**config.mk**
```make
export PLATFORM = sky130hd
export DESIGN_NAME = cd_dma_ctrl_flat
export DESIGN_NICKNAME = d
export VERILOG_FILES = /design/src/rtl/cd_dma_ctrl_if.sv /design/src/rtl/cd_dma_ctrl.sv /design/src/flat_wrapper.sv
export SDC_FILE = /design/constraint.sdc
export NUM_CORES = 1
export LEC_CHECK = 0
export CORE_ASPECT_RATIO = 1.4
export CORE_MARGIN = 2
export CORE_UTILIZATION = 55
export DETAILED_ROUTE_END_ITERATION = 6
export DONT_BUFFER_PORTS = 1
export GPL_ROUTABILITY_DRIVEN = 0
export PLACE_DENSITY = 0.75
export REMOVE_ABC_BUFFERS = 1
export SKIP_CTS_REPAIR_TIMING = 1
export SYNTH_ARGS = -nofsm -noshare
export SYNTH_HDL_FRONTEND = slang
export SYNTH_SLANG_ARGS = --single-unit
```
**constraint.sdc**
```tcl
create_clock -name CLK_68KCLK -period 8.95 [get_ports CLK_68KCLK]
set_clock_uncertainty 0.05 [all_clocks]
set_input_delay 1.79 -clock CLK_68KCLK [delete_from_list [all_inputs] [get_ports CLK_68KCLK]]
set_output_delay 1.79 -clock CLK_68KCLK [all_outputs]
set_load 0.005 [all_outputs]
```
**src/rtl/cd_dma_ctrl_if.sv**
```systemverilog
// Register-port, 68K bus-arbitration and memory-access signal bundle for cd_dma_ctrl.
// The master modport is the DMA engine's view; the slave modport is the 68K decode/bus side.
interface cd_dma_ctrl_if #(
  parameter int ADDR_W = 24,
  parameter int DATA_W = 16
);
  logic              REG_WR;
  logic [2:0]        REG_SEL;
  logic [15:0]       REG_WDATA;
  logic [15:0]       STATUS;
  logic              nBR;
  logic              nBG;
  logic              nBGACK;
  logic              MEM_REQ;
  logic              MEM_WE;
  logic [ADDR_W-1:0] MEM_ADDR;
  logic [DATA_W-1:0] MEM_WDATA;
  logic [DATA_W-1:0] MEM_RDATA;
  logic              MEM_ACK;
  logic              IRQ;

  modport master (
    input  REG_WR, REG_SEL, REG_WDATA, nBG, MEM_RDATA, MEM_ACK,
    output STATUS, nBR, nBGACK, MEM_REQ, MEM_WE, MEM_ADDR, MEM_WDATA, IRQ
  );

  modport slave (
    output REG_WR, REG_SEL, REG_WDATA, nBG, MEM_RDATA, MEM_ACK,
    input  STATUS, nBR, nBGACK, MEM_REQ, MEM_WE, MEM_ADDR, MEM_WDATA, IRQ
  );
endinterface

```
**src/rtl/cd_dma_ctrl.sv**
```systemverilog
// CD system-block DMA engine: word COPY/FILL over the 68K bus with BR/BG/BGACK arbitration.
// Optional running write checksum enabled by defining CD_DMA_CHECKSUM_EN.
module cd_dma_ctrl #(
  parameter int ADDR_W  = 24,
  parameter int COUNT_W = 32,
  parameter int DATA_W  = 16
) (
  input  logic              CLK_68KCLK,
  input  logic              RESET,
  cd_dma_ctrl_if.master     bus
`ifdef CD_DMA_CHECKSUM_EN
  ,
  output logic [15:0]       CHECKSUM
`endif
);

  typedef enum logic [2:0] {
    REG_CTRL     = 3'd0,
    REG_SRC_HI   = 3'd1,
    REG_SRC_LO   = 3'd2,
    REG_DST_HI   = 3'd3,
    REG_DST_LO   = 3'd4,
    REG_VALUE    = 3'd5,
    REG_COUNT_HI = 3'd6,
    REG_COUNT_LO = 3'd7
  } reg_sel_t;

  typedef enum logic [2:0] {
    S_IDLE,
    S_BUSREQ,
    S_RD,
    S_WR,
    S_DONE
  } state_t;

`ifdef CD_DMA_CHECKSUM_EN
  localparam logic CSUM_PRESENT = 1'b1;
`else
  localparam logic CSUM_PRESENT = 1'b0;
`endif

  state_t              state_q, state_d;

  // Programmed registers
  logic [ADDR_W-1:0]   src_cfg, dst_cfg;
  logic [COUNT_W-1:0]  cnt_cfg;
  logic [DATA_W-1:0]   value_cfg;

  // Working copies and transfer state
  logic [ADDR_W-1:0]   src_q, dst_q;
  logic [COUNT_W-1:0]  cnt_q;
  logic [DATA_W-1:0]   rdata_q;
  logic                mode_q, irq_en_q;
  logic                done_q, aborted_q, irq_q;
  logic                abort_pend_q;
  logic                gap_q;

  logic                ctrl_wr, busy, start, abort_wr, abort_now, irq_clr;
  logic                in_access, mem_req, ack_ok, last_word, irq_en_eff;
  logic                enter_done, abort_done;

  assign ctrl_wr    = bus.REG_WR && (bus.REG_SEL == REG_CTRL);
  assign busy       = (state_q == S_BUSREQ) || (state_q == S_RD) || (state_q == S_WR);
  assign start      = ctrl_wr && bus.REG_WDATA[0] && (state_q == S_IDLE);
  assign abort_wr   = ctrl_wr && !bus.REG_WDATA[0] && busy;
  assign abort_now  = abort_pend_q || abort_wr;
  assign irq_clr    = ctrl_wr && bus.REG_WDATA[3];
  assign in_access  = (state_q == S_RD) || (state_q == S_WR);
  // gap_q forces one idle cycle after every acknowledged access.
  assign mem_req    = in_access && !gap_q;
  assign ack_ok     = mem_req && bus.MEM_ACK;
  assign last_word  = (cnt_q == COUNT_W'(1));
  assign irq_en_eff = (state_q == S_IDLE) ? bus.REG_WDATA[2] : irq_en_q;

  always_ff @(posedge CLK_68KCLK or posedge RESET) begin
    if (RESET) state_q <= S_IDLE;
    // NOTE: registers take non-blocking assignments so every flop samples pre-edge values.
    else       state_q <= state_d;
  end

  always_comb begin
    // NOTE: every output of this block gets a default first, so no path can infer a latch.
    state_d    = state_q;
    abort_done = 1'b0;
    case (state_q)
      S_IDLE: begin
        if (start) state_d = (cnt_cfg == '0) ? S_DONE : S_BUSREQ;
      end
      S_BUSREQ: begin
        if (abort_now) begin
          state_d    = S_DONE;
          abort_done = 1'b1;
        end else if (!bus.nBG) begin
          state_d = mode_q ? S_WR : S_RD;
        end
      end
      S_RD: begin
        if (ack_ok) state_d = S_WR;
      end
      S_WR: begin
        if (ack_ok) begin
          if (last_word) begin
            state_d = S_DONE;
          end else if (abort_now) begin
            state_d    = S_DONE;
            abort_done = 1'b1;
          end else if (!mode_q) begin
            state_d = S_RD;
          end
        end
      end
      S_DONE:  state_d = S_IDLE;
      default: state_d = S_IDLE;
    endcase
  end

  assign enter_done = (state_d == S_DONE);

  // Register file: writes to address/count/value are ignored while a transfer owns them.
  always_ff @(posedge CLK_68KCLK or posedge RESET) begin
    if (RESET) begin
      src_cfg   <= '0;
      dst_cfg   <= '0;
      cnt_cfg   <= '0;
      value_cfg <= '0;
    end else if (bus.REG_WR && !busy) begin
      case (reg_sel_t'(bus.REG_SEL))
        REG_SRC_HI:   src_cfg   <= ADDR_W'({bus.REG_WDATA, 16'(src_cfg)}) & ~ADDR_W'(1);
        REG_SRC_LO:   src_cfg   <= ADDR_W'({16'(src_cfg >> 16), bus.REG_WDATA[15:1], 1'b0});
        REG_DST_HI:   dst_cfg   <= ADDR_W'({bus.REG_WDATA, 16'(dst_cfg)}) & ~ADDR_W'(1);
        REG_DST_LO:   dst_cfg   <= ADDR_W'({16'(dst_cfg >> 16), bus.REG_WDATA[15:1], 1'b0});
        REG_VALUE:    value_cfg <= DATA_W'(bus.REG_WDATA);
        REG_COUNT_HI: cnt_cfg   <= COUNT_W'({bus.REG_WDATA, 16'(cnt_cfg)});
        REG_COUNT_LO: cnt_cfg   <= COUNT_W'({16'(cnt_cfg >> 16), bus.REG_WDATA});
        default: ;
      endcase
    end
  end

  // Working pointers advance only on acknowledged accesses; additions wrap at ADDR_W.
  always_ff @(posedge CLK_68KCLK or posedge RESET) begin
    if (RESET) begin
      src_q    <= '0;
      dst_q    <= '0;
      cnt_q    <= '0;
      rdata_q  <= '0;
      mode_q   <= 1'b0;
      irq_en_q <= 1'b0;
      gap_q    <= 1'b0;
    end else begin
      gap_q <= ack_ok;
      if (start) begin
        src_q    <= src_cfg;
        dst_q    <= dst_cfg;
        cnt_q    <= cnt_cfg;
        mode_q   <= bus.REG_WDATA[1];
        irq_en_q <= bus.REG_WDATA[2];
      end else if (ack_ok && (state_q == S_RD)) begin
        rdata_q <= bus.MEM_RDATA;
        src_q   <= src_q + ADDR_W'(2);
      end else if (ack_ok && (state_q == S_WR)) begin
        dst_q <= dst_q + ADDR_W'(2);
        cnt_q <= cnt_q - COUNT_W'(1);
      end
    end
  end

  // Status flags: a DONE entry in the same cycle as IRQ_CLR wins because it is assigned last.
  always_ff @(posedge CLK_68KCLK or posedge RESET) begin
    if (RESET) begin
      done_q       <= 1'b0;
      aborted_q    <= 1'b0;
      irq_q        <= 1'b0;
      abort_pend_q <= 1'b0;
    end else begin
      if (start || (state_q == S_DONE)) abort_pend_q <= 1'b0;
      else if (abort_wr)                abort_pend_q <= 1'b1;

      if (start) begin
        done_q    <= 1'b0;
        aborted_q <= 1'b0;
      end
      if (irq_clr) begin
        done_q    <= 1'b0;
        aborted_q <= 1'b0;
        irq_q     <= 1'b0;
      end
      if (enter_done) begin
        done_q <= 1'b1;
        if (abort_done) aborted_q <= 1'b1;
        if (irq_en_eff) irq_q     <= 1'b1;
      end
    end
  end

`ifdef CD_DMA_CHECKSUM_EN
  logic [15:0] csum_q;

  always_ff @(posedge CLK_68KCLK or posedge RESET) begin
    if (RESET)                            csum_q <= '0;
    else if (start)                       csum_q <= '0;
    else if (ack_ok && (state_q == S_WR)) csum_q <= csum_q + 16'(bus.MEM_WDATA);
  end

  assign CHECKSUM = csum_q;
`endif

  // Bus outputs decode from state, so an asynchronous reset releases the bus immediately.
  assign bus.nBR       = (state_q != S_BUSREQ);
  assign bus.nBGACK    = !in_access;
  assign bus.MEM_REQ   = mem_req;
  assign bus.MEM_WE    = (state_q == S_WR);
  assign bus.MEM_ADDR  = (state_q == S_RD) ? src_q :
                         (state_q == S_WR) ? dst_q : '0;
  assign bus.MEM_WDATA = (state_q != S_WR) ? '0 :
                         mode_q            ? value_cfg : rdata_q;
  assign bus.STATUS    = {11'd0, CSUM_PRESENT, mode_q, aborted_q, done_q, busy};
  assign bus.IRQ       = irq_q;

endmodule

```
**src/flat_wrapper.sv**
```systemverilog
// flat-port wrapper written by rule: the top's interface ports become plain ports
module cd_dma_ctrl_flat 
#(
  parameter int ADDR_W  = 24,
  parameter int COUNT_W = 32,
  parameter int DATA_W  = 16
)
  (CLK_68KCLK, RESET, bus_REG_WR, bus_REG_SEL, bus_REG_WDATA, bus_nBG, bus_MEM_RDATA, bus_MEM_ACK, bus_STATUS, bus_nBR, bus_nBGACK, bus_MEM_REQ, bus_MEM_WE, bus_MEM_ADDR, bus_MEM_WDATA, bus_IRQ);
  cd_dma_ctrl_if #(.ADDR_W(ADDR_W), .DATA_W(DATA_W)) bus_i ();
  input  logic CLK_68KCLK;
  input  logic RESET;
  input wire logic [$bits(bus_i.REG_WR)-1:0] bus_REG_WR;
  input wire logic [$bits(bus_i.REG_SEL)-1:0] bus_REG_SEL;
  input wire logic [$bits(bus_i.REG_WDATA)-1:0] bus_REG_WDATA;
  input wire logic [$bits(bus_i.nBG)-1:0] bus_nBG;
  input wire logic [$bits(bus_i.MEM_RDATA)-1:0] bus_MEM_RDATA;
  input wire logic [$bits(bus_i.MEM_ACK)-1:0] bus_MEM_ACK;
  output wire logic [$bits(bus_i.STATUS)-1:0] bus_STATUS;
  output wire logic [$bits(bus_i.nBR)-1:0] bus_nBR;
  output wire logic [$bits(bus_i.nBGACK)-1:0] bus_nBGACK;
  output wire logic [$bits(bus_i.MEM_REQ)-1:0] bus_MEM_REQ;
  output wire logic [$bits(bus_i.MEM_WE)-1:0] bus_MEM_WE;
  output wire logic [$bits(bus_i.MEM_ADDR)-1:0] bus_MEM_ADDR;
  output wire logic [$bits(bus_i.MEM_WDATA)-1:0] bus_MEM_WDATA;
  output wire logic [$bits(bus_i.IRQ)-1:0] bus_IRQ;
  assign bus_i.REG_WR = bus_REG_WR;
  assign bus_i.REG_SEL = bus_REG_SEL;
  assign bus_i.REG_WDATA = bus_REG_WDATA;
  assign bus_i.nBG = bus_nBG;
  assign bus_i.MEM_RDATA = bus_MEM_RDATA;
  assign bus_i.MEM_ACK = bus_MEM_ACK;
  assign bus_STATUS = bus_i.STATUS;
  assign bus_nBR = bus_i.nBR;
  assign bus_nBGACK = bus_i.nBGACK;
  assign bus_MEM_REQ = bus_i.MEM_REQ;
  assign bus_MEM_WE = bus_i.MEM_WE;
  assign bus_MEM_ADDR = bus_i.MEM_ADDR;
  assign bus_MEM_WDATA = bus_i.MEM_WDATA;
  assign bus_IRQ = bus_i.IRQ;
  cd_dma_ctrl #(.ADDR_W(ADDR_W), .COUNT_W(COUNT_W), .DATA_W(DATA_W)) u_core (.CLK_68KCLK(CLK_68KCLK), .RESET(RESET), .bus(bus_i));
endmodule
```
==> After elaboration in Yosys (flattened, before gate mapping) <==
Index checks and enable logic that the tools add are counted.
{ "word_totals": {"reg_bits": 202, "elab_cells": 130, "output_inout_bits": 61, "inputBits": 40} }
{ "classes": {"add_sub_neg": 3, "bitwise_logic": 7, "reduce_logical": 40, "n_mux": 43, "eq_ne": 16} }
{ "ops": {"columns": ["operator", "count"], "rows": [
  ["24-bit 2-to-1 mux", 7],
  ["32-bit 2-to-1 mux", 3],
  ["24-bit case mux with 2 select lines", 2],
  ["32-bit case mux with 2 select lines", 1],
  ["24-bit by 2-bit adder with 24-bit output, second input constant", 2],
  ["32-bit by 1-bit == test with 1-bit output, second input constant", 1],
  ["32-bit zero test", 1],
  ["16-bit 2-to-1 mux", 2],
  ["32-bit by 1-bit subtractor with 32-bit output, second input constant", 1],
  ["3-bit 2-to-1 mux", 9],
  ["3-bit == test, second input constant", 6],
  ["3-bit AND reduction", 6],
  ["1-bit 2-to-1 mux", 17],
  ["3-bit by 2-bit == test with 1-bit output, second input constant", 4],
  ["3-bit case mux with 4 select lines", 1],
  ["1-bit logical AND", 11],
  ["2-bit AND reduction", 5],
  ["2-bit nonzero test", 5],
  ["1-bit NOT", 7],
  ["3-bit by 1-bit == test with 1-bit output, second input constant", 2],
  ["3-bit zero test", 2],
  ["1-bit logical OR", 5],
  ["1-bit zero test", 4],
  ["3-bit by 1-bit != test with 1-bit output, second input constant", 1],
  ["4 further kinds", 4]
]} }

==> Depth between registers and ports, before layout <==
Gate-level depths: netlist of run 1.
{ "logic_depth": {"ltp_word": 11, "depth_mapped": 8, "ltp_nobuf": 7} }

==> Least setup slack after synthesis of run 1 <==
Ideal clock, no wire load.
{ "synth_path": {"kind": "input to register", "start": "input port bus_REG_SEL[0]", "end": "register u_core.src_cfg[15]", "n_path_buf": 4, "t_arrival_ps": 3339, "slack_ps": 5434, "setup_ps": 128, "required_ps": 8772, "path_stages": 7, "cell_sequence": "clkbuf_1 -> or3b_1 -> clkbuf_1 -> or2_1 -> clkbuf_1 -> buf_2 -> mux2_1"} }
{ "synth_via": {"elab_chain_len": 3, "elab_cells_between_ends": 4, "cone_classes": "eq/ne: 2; bitwise: 1; reduce/logical: 1"} }
{ "synth_lines": {"columns": ["item", "line", "source"], "rows": [
  ["start: declaration", "flat_wrapper.sv:13", "input wire logic [$bits(bus_i.REG_SEL)-1:0] bus_REG_SEL;"],
  ["3-bit by 1-bit == test with 1-bit output", "cd_dma_ctrl.sv:127", "case (reg_sel_t'(bus.REG_SEL))"],
  ["1-bit NOT (no source line)", null, null],
  ["3-bit AND reduction (no source line) *", null, null],
  ["end signal: assignment", "cd_dma_ctrl.sv:128", "REG_SRC_HI: src_cfg <= ADDR_W'({bus.REG_WDATA, 16'(src_cfg)}) & ~ADDR_W'(1);"],
  ["end signal: assignment", "cd_dma_ctrl.sv:129", "REG_SRC_LO: src_cfg <= ADDR_W'({16'(src_cfg >> 16), bus.REG_WDATA[15:1], 1'b0});"],
  ["end: declaration", "cd_dma_ctrl.sv:45", "logic [ADDR_W-1:0] src_cfg, dst_cfg;"]
]} }
Mark *: on every way between the ends. The rest lies on a longest branch, timed or not.
A chain may end at the register's enable or synchronous reset.

==> Worst setup path in the final report of run 1 <==
{ "layout_path": {"start": "register u_core.state_q[1]", "end": "output port bus_MEM_ADDR[3]"} }
{ "layout_via": {"elab_chain_len": 3, "elab_cells_between_ends": 4, "cone_classes": "eq/ne: 2; mux: 2"} }
{ "layout_lines": {"columns": ["item", "line", "source"], "rows": [
  ["start: declaration", "cd_dma_ctrl.sv:42", "state_t state_q, state_d;"],
  ["start signal: assignment", "cd_dma_ctrl.sv:78", "else state_q <= state_d;"],
  ["3-bit by 2-bit == test with 1-bit output", "cd_dma_ctrl.sv:214", "(state_q == S_WR) ? dst_q : '0;"],
  ["24-bit 2-to-1 mux", "cd_dma_ctrl.sv:214", null],
  ["24-bit 2-to-1 mux *", "cd_dma_ctrl.sv:213", "assign bus.MEM_ADDR = (state_q == S_RD) ? src_q :"],
  ["end: declaration", "flat_wrapper.sv:23", "output wire logic [$bits(bus_i.MEM_ADDR)-1:0] bus_MEM_ADDR;"]
]} }
Marks and branches as above.

==> results.json, run 1 <==
{
  "fin_crit_sh_pct": 45.3,
  "start_util_pct": 56.0,
  "multi_input_area_mm2": 0.00466,
  "pin_count": 101,
  "cts_tree": "yes",
  "rows": 58,
  "drv_slew": 0,
  "syn-cell-area_mm2": 0.0100,
  "wl_per_cell_um": 20.7,
  "required_ns": 7.11,
  "syn_avg_cell_area_um2": 9.58,
  "fill_cells": 1502,
  "die_x_um": 118,
  "placedCellCount": 1236,
  "cap_violations": 0,
  "grt_pass1_wl_um": 41400,
  "gr-usage-met2_pct": 45.9,
  "finalHoldViolCount": 0,
  "routed_via_density": 6.26,
  "ir_drop_mv": 0.174,
  "yosysTopAreaCellShare_pct": 49.4,
  "final-seq-area_mm2": 0.00495,
  "firstDrtPassIters": 5,
  "grt_max_degree": 146,
  "routed_wl_um": 26200,
  "cts-root-buf": "clkbuf_16",
  "area_growth_pct": 6.41,
  "fin_util_pct": 59.5,
  "clock_sinks": 198,
  "grtUsageTotal_pct": 27.6,
  "grt_overflow": 0,
  "synth_top_cell_by_area": "dfrtp_1",
  "die_y_um": 164,
  "outcome": "finished clean",
  "hold_path_class": "flop to flop",
  "synthCells": 1047,
  "htreeDepth": 4,
  "max_freq_mhz": 246,
  "port_buffers": 0,
  "power_leakage_nw": 4.57,
  "use_met3_pct": 6.11,
  "synthArstFlopShare_pct": 100,
  "crit_path_start_kind": "flop",
  "tightest_slew_ns": 1.37,
  "dp_hpwl_um": 17800,
  "ys.flop_type": "dfrtp_1",
  "report.final.setup_viol": 0,
  "path_class": "flop to primary output",
  "busiest_layer": "met2",
  "max_slew_margin_pct": 8.01,
  "setup_tns_ns": 0,
  "drt-initial-drc-count": 657,
  "path_clk_slew_ns": 0.07,
  "clk_path_buf_depth": 2,
  "fin_nets": 1059,
  "clock_latency_ns": 0.44,
  "period_needed_ns": 4.06,
  "diodes": 0,
  "finalNonFillerCells": 1268,
  "worstPathArrival_ns": 2.22,
  "dieArea_mm2": 0.0193,
  "numCtsBuffers": 17,
  "power_density_mw_per_mm2": 319,
  "rsz0062_at_grt": "false",
  "ys_types": 71,
  "grtUsageMet1_pct": 34.1,
  "core_mm2": 0.0179,
  "endpoint_kind": "primary output",
  "drc": 0,
  "layout-drive-gt1-share_pct": 11.1,
  "num_vias": 7937,
  "synth_edf_count": 0,
  "yosysWarnings": 0,
  "synth_seq_cells": 198,
  "antenna_found_initial": 1,
  "antenna_left": 0,
  "netlist_top_cells_area": "dfrtp_1 (49%), nand2_1 (7.6%), mux2_2 (5.6%)",
  "synth_seq_area_share_pct": 49.4,
  "grt_pass1_vias": 7620,
  "critPathMaxFanout": 26
}
==> worst paths after layout <==
| check | startpoint | to | slack, ns | depth (start not counted) |
|---|---|---|---|---|
| max | u_core.state_q[1] | bus_MEM_ADDR[3] | 4.89 | 3 |
| min | u_core.dst_cfg[4] | u_core.dst_q[4] | 0.42 | 2 |
| max reg2reg | u_core.state_q[0] | u_core.src_q[4] | 5.65 | 7 |
| min reg2reg | u_core.dst_cfg[4] | u_core.dst_q[4] | 0.42 | 2 |
| max in group asynchronous | RESET | u_core.src_cfg[15] | 6.13 | 2 |
| min in group asynchronous | RESET | u_core.dst_q[21] | 1.36 | 1 |
==> state kept, by name, summed over array words and instances, names as in the netlist, 3 cells and up <==
signal            flops
u_core.cnt_cfg       32
u_core.cnt_q         32
u_core.dst_cfg       23
u_core.dst_q         23
u_core.rdata_q       16
u_core.src_cfg       23
u_core.src_q         23
u_core.state_q        3
u_core.value_cfg     16
==> layer usage <==
layer  vias up  share of wire, %
li1       3614                 -
met5         -                 0
met3        73               6.4
met1      3936                40
met2       314                50
met4         0               3.9
==> where the power goes <==
group	internal [mW]	switching, mW
logic	0.435	0.493
registers	1.30	0.404
clock network	0.399	0.365
==> cell usage in the layout (no fill, tap or decap), types with 13 or more instances in the layout <==
cell	instances
clkbuf_16	17
nand4_1	17
o21ai_0	55
nand2_1	202
mux2i_1	42
xnor2_1	14
inv_1	21
nand3_1	66
nor3_1	19
mux2_2	50
xor2_1	14
o211ai_1	20
nor2_1	77
conb_1	13
dfrtp_1	198
nor4_1	14
==> through the flow <==
step | setup WS, ns | power (mW) | instance area [µm²] | hold slack (ns)
floorplan | 1.71 | 2.32 | 9700 | 0.388
global placement | 4.59 | 2.59 | 10100 | 0.403
detailed placement | 4.50 | 2.63 | 10100 | 0.409
CTS | 4.88 | 3.39 | 10700 | 0.426
global route | 4.63 | 3.60 | 10700 | 0.446
finish | 4.89 | 3.40 | 10700 | 0.423
==> cell usage after synthesis (5+ instances only) <==
cell / number
mux2_1: 10
mux2i_1: 42
nand2_1: 202
and3_1: 10
nand4_1: 17
nand3_1: 66
dfrtp_1: 198
mux2_2: 50
a21oi_1: 10
o211ai_1: 20
a21o_1: 5
o311ai_1: 10
a31oi_1: 5
nor4_1: 14
xor2_1: 14
nor2_1: 78
clkbuf_1: 38
buf_1: 9
xnor2_1: 14
o21ai_1: 6
or3_1: 10
a221o_1: 5
o21ai_0: 55
o311ai_0: 7
inv_1: 22
a22oi_1: 8
nor3_1: 19
or4_1: 9
nand2b_1: 5
buf_4: 20
==> worst max-delay path, cell delays in order, from the launching register on <==
cell and delay, ns:
dfrtp_1 0.47, nor2b_1 0.25, clkinv_1 0.63, nor2_1 0.41
==> area by class of cell <==
type                    instances  area share, %
clock inverters                14           1.34
well taps                     240           2.81
flip-flops and latches        198           46.4
multi-input cells             764           43.7
clock buffers                  18           4.11
inverters                      24          0.914
repair buffers                 10          0.703
==> cell families (layout without fill, tap and decap cells) <==
kind of cell,Yosys count,after routing,share of synthesized area (%)
adders and majority gates,4,4,0.499
DFF,198,198,49.4
and+or+nand+nor,468,468,22.2
xor gates and xnor gates,28,28,2.44
muxes,102,102,10.9
buffers and inverters,97,66,4.64
AOI/OAI and AO/OA,149,149,9.82
other,1,13,0.0374
No activity file was read; power rests on OpenSTA's default activity.
==> run 2: changes to the inputs <==
--- a/config.mk
+++ b/config.mk
@@ -5,13 +5,14 @@
 export SDC_FILE = /design/constraint.sdc
 export NUM_CORES = 1
 export LEC_CHECK = 0
+export ABC_AREA = 1
 export CORE_ASPECT_RATIO = 1.4
 export CORE_MARGIN = 2
 export CORE_UTILIZATION = 55
 export DETAILED_ROUTE_END_ITERATION = 6
 export DONT_BUFFER_PORTS = 1
 export GPL_ROUTABILITY_DRIVEN = 0
-export PLACE_DENSITY = 0.75
+export PLACE_DENSITY = 0.78
 export REMOVE_ABC_BUFFERS = 1
 export SKIP_CTS_REPAIR_TIMING = 1
 export SYNTH_ARGS = -nofsm -noshare
==> constraint.sdc (replaced) <==
create_clock -name CLK_68KCLK -period 3.26 [get_ports CLK_68KCLK]
set_clock_uncertainty 0.05 [all_clocks]
set_input_delay 0.652 -clock CLK_68KCLK [delete_from_list [all_inputs] [get_ports CLK_68KCLK]]
set_output_delay 0.652 -clock CLK_68KCLK [all_outputs]
set_load 0.005 [all_outputs]
==> results.json, run 2 <==
{
  "outcome": "finished clean",
  "synth_common_cells": "nand2_1 (435), dfrtp_1 (198), inv_1 (194), nor2_1 (143), o21ai_0 (143)",
  "synthCells": 1491,
  "grt_overflow": 0,
  "synth_seq_cells": 198,
  "ys_types": 37,
  "diodes": 0,
  "whs_ns": 0.108,
  "crit_chain": "inv_2, nand3_1, o21ai_0",
  "routed_via_density": 5.71,
  "rsz0062_at_grt": "false",
  "finalNonFillerCells": 1725,
  "yosysMostFrequentCell": "nand2_1",
  "pin_count": 101,
  "yosysWarnings": 0,
  "synth_edf_count": 0,
  "reg.largest.list": "u_core.cnt_cfg x32, u_core.cnt_q x32",
  "port_buffers": 0,
  "antenna_left": 0,
  "most-common-layout-cells": "nand2_1 (435), dfrtp_1 (198), inv_1 (193), o21ai_0 (143), nor2_1 (143)",
  "dieArea_mm2": 0.0209,
  "yosysTopAreaCellShare_pct": 45.6,
  "placedCellCount": 1693,
  "grtUsageTotal_pct": 31.3,
  "tightest_slew_ns": 0.939,
  "rows": 60,
  "clock_latency_ns": 0.44,
  "power_leakage_nw": 5.57,
  "core_mm2": 0.0193,
  "synth_top_cell_by_area": "dfrtp_1",
  "grt_pass1_wl_um": 49500,
  "ys.flop_type": "dfrtp_1",
  "grt_max_degree": 97,
  "path_class": "flop to primary output",
  "firstDrtPassIters": 6,
  "antenna_found_initial": 0,
  "fin_crit_sh_pct": 91.8,
  "final_common_cell": "nand2_1",
  "die_x_um": 123,
  "worstPathArrival_ns": 2.29,
  "cts_tree": "yes",
  "wl_per_cell_um": 18.2,
  "clock_sinks": 198,
  "place_area_mm2": 0.0110,
  "report.final.setup_viol": 0,
  "max_slew_margin_pct": 37.2,
  "endpoint_kind": "primary output",
  "drt-initial-drc-count": 1068,
  "period_needed_ns": 2.99,
  "numCtsBuffers": 17,
  "num_vias": 9850,
  "netlist_top_cells_area": "dfrtp_1 (46%), nand2_1 (15%), inv_1 (6.7%)",
  "dp_hpwl_um": 22500,
  "finalHoldViolCount": 0,
  "routed_wl_um": 31500,
  "cap_violations": 0,
  "power_density_mw_per_mm2": 878,
  "layout-drive-gt1-share_pct": 4.54,
  "design_area_mm2": 0.0116,
  "drc": 0,
  "synthArstFlopShare_pct": 100,
  "area_growth_pct": 6.79,
  "critPathMaxFanout": 24,
  "htreeDepth": 4,
  "cp_slowest_cell": "nand3_1",
  "crit_path_start_kind": "flop",
  "clk_path_buf_depth": 2,
  "syn-cell-area_mm2": 0.0109,
  "fin_util_pct": 60.2,
  "required_ns": 2.56,
  "drv_slew": 0,
  "start_util_pct": 56.4,
  "setup_tns_ns": 0,
  "hold_path_class": "input port to asynchronous set/reset pin",
  "path_clk_slew_ns": 0.08,
  "syn_avg_cell_area_um2": 7.29,
  "synth_seq_area_share_pct": 45.6,
  "cts-root-buf": "clkbuf_16",
  "grt_pass1_vias": 9341,
  "fin_nets": 1508,
  "die_y_um": 170,
  "max_freq_mhz": 334,
  "ir_drop_mv": 0.530,
  "critPathMaxStageDelay_ns": 0.64
}
-- run 2: report_power, final --
group	internal, mW	leakage (nW)	total, mW	switching, mW
logic	1.17	2.79	3.45	2.29
registers	3.58	2.48	4.55	0.967
clock network	1.17	0.299	2.20	1.02
-- run 2: path summary, 6_finish.rpt --
| path | start | end | slack, ns | cells after the start |
|---|---|---|---|---|
| max | u_core.state_q[0] | bus_MEM_ADDR[1] | 0.27 | 3 |
| min | RESET | u_core.src_q[12] | 0.11 | 1 |
| max reg2reg | u_core.state_q[2] | u_core.cnt_q[22] | 0.82 | 10 |
| min reg2reg | u_core.src_cfg[2] | u_core.src_cfg[2] | 0.44 | 2 |
| max in group asynchronous | RESET | u_core.cnt_q[11] | 2.28 | 2 |
| min in group CLK_68KCLK | bus_MEM_RDATA[10] | u_core.rdata_q[10] | 0.28 | 2 |
-- run 2: layout make-up --
type	count	area, µm²
Multi-Input combinational cell	1033	4840
Inverter	199	754
Clock buffer	18	429
Fill cell	1717	7680
Timing Repair Buffer	15	138
Tap cell	248	310
Clock inverter	14	185
Sequential cell	198	4950
-- run 2: cells by family (layout without fill, tap and decap cells) --
family	Yosys count	after routing	share of synthesized area, %
XOR/XNOR	36	36	2.90
other	1	13	0.0345
AND/OR/NAND/NOR	739	739	28.4
AO/OA/AOI/OAI	241	241	12.3
flip-flops	198	198	45.6
buffers and inverters	272	246	10.3
adder cells (fa/ha/maj)	4	4	0.460
-- run 2: metrics by stage --
stage               total power [mW]  worst slack (ns)
floorplan                       6.91             -2.84
global placement                7.76             0.855
detailed placement              7.91             0.712
CTS                             10.1             0.243
global route                    10.9             0.136
finish                          10.2             0.266
-- run 2: routing by layer --
layer / track usage (%) / up-vias / wire (µm)
met5: 0 / - / 0
met2: 50.1 / 477 / 15000
li1: - / 4663 / -
met3: 6.30 / 120 / 2260
met1: 38.5 / 4590 / 12200
met4: 19.3 / 0 / 2020
-- run 2: worst max-delay path: cells and delay by family, from the launching register on --
family / cells / cell delay [ns]
AO/OA/AOI/OAI: 1 / 0.60
buffers and inverters: 1 / 0.12
flip-flops: 1 / 0.48
AND/OR/NAND/NOR: 1 / 0.64
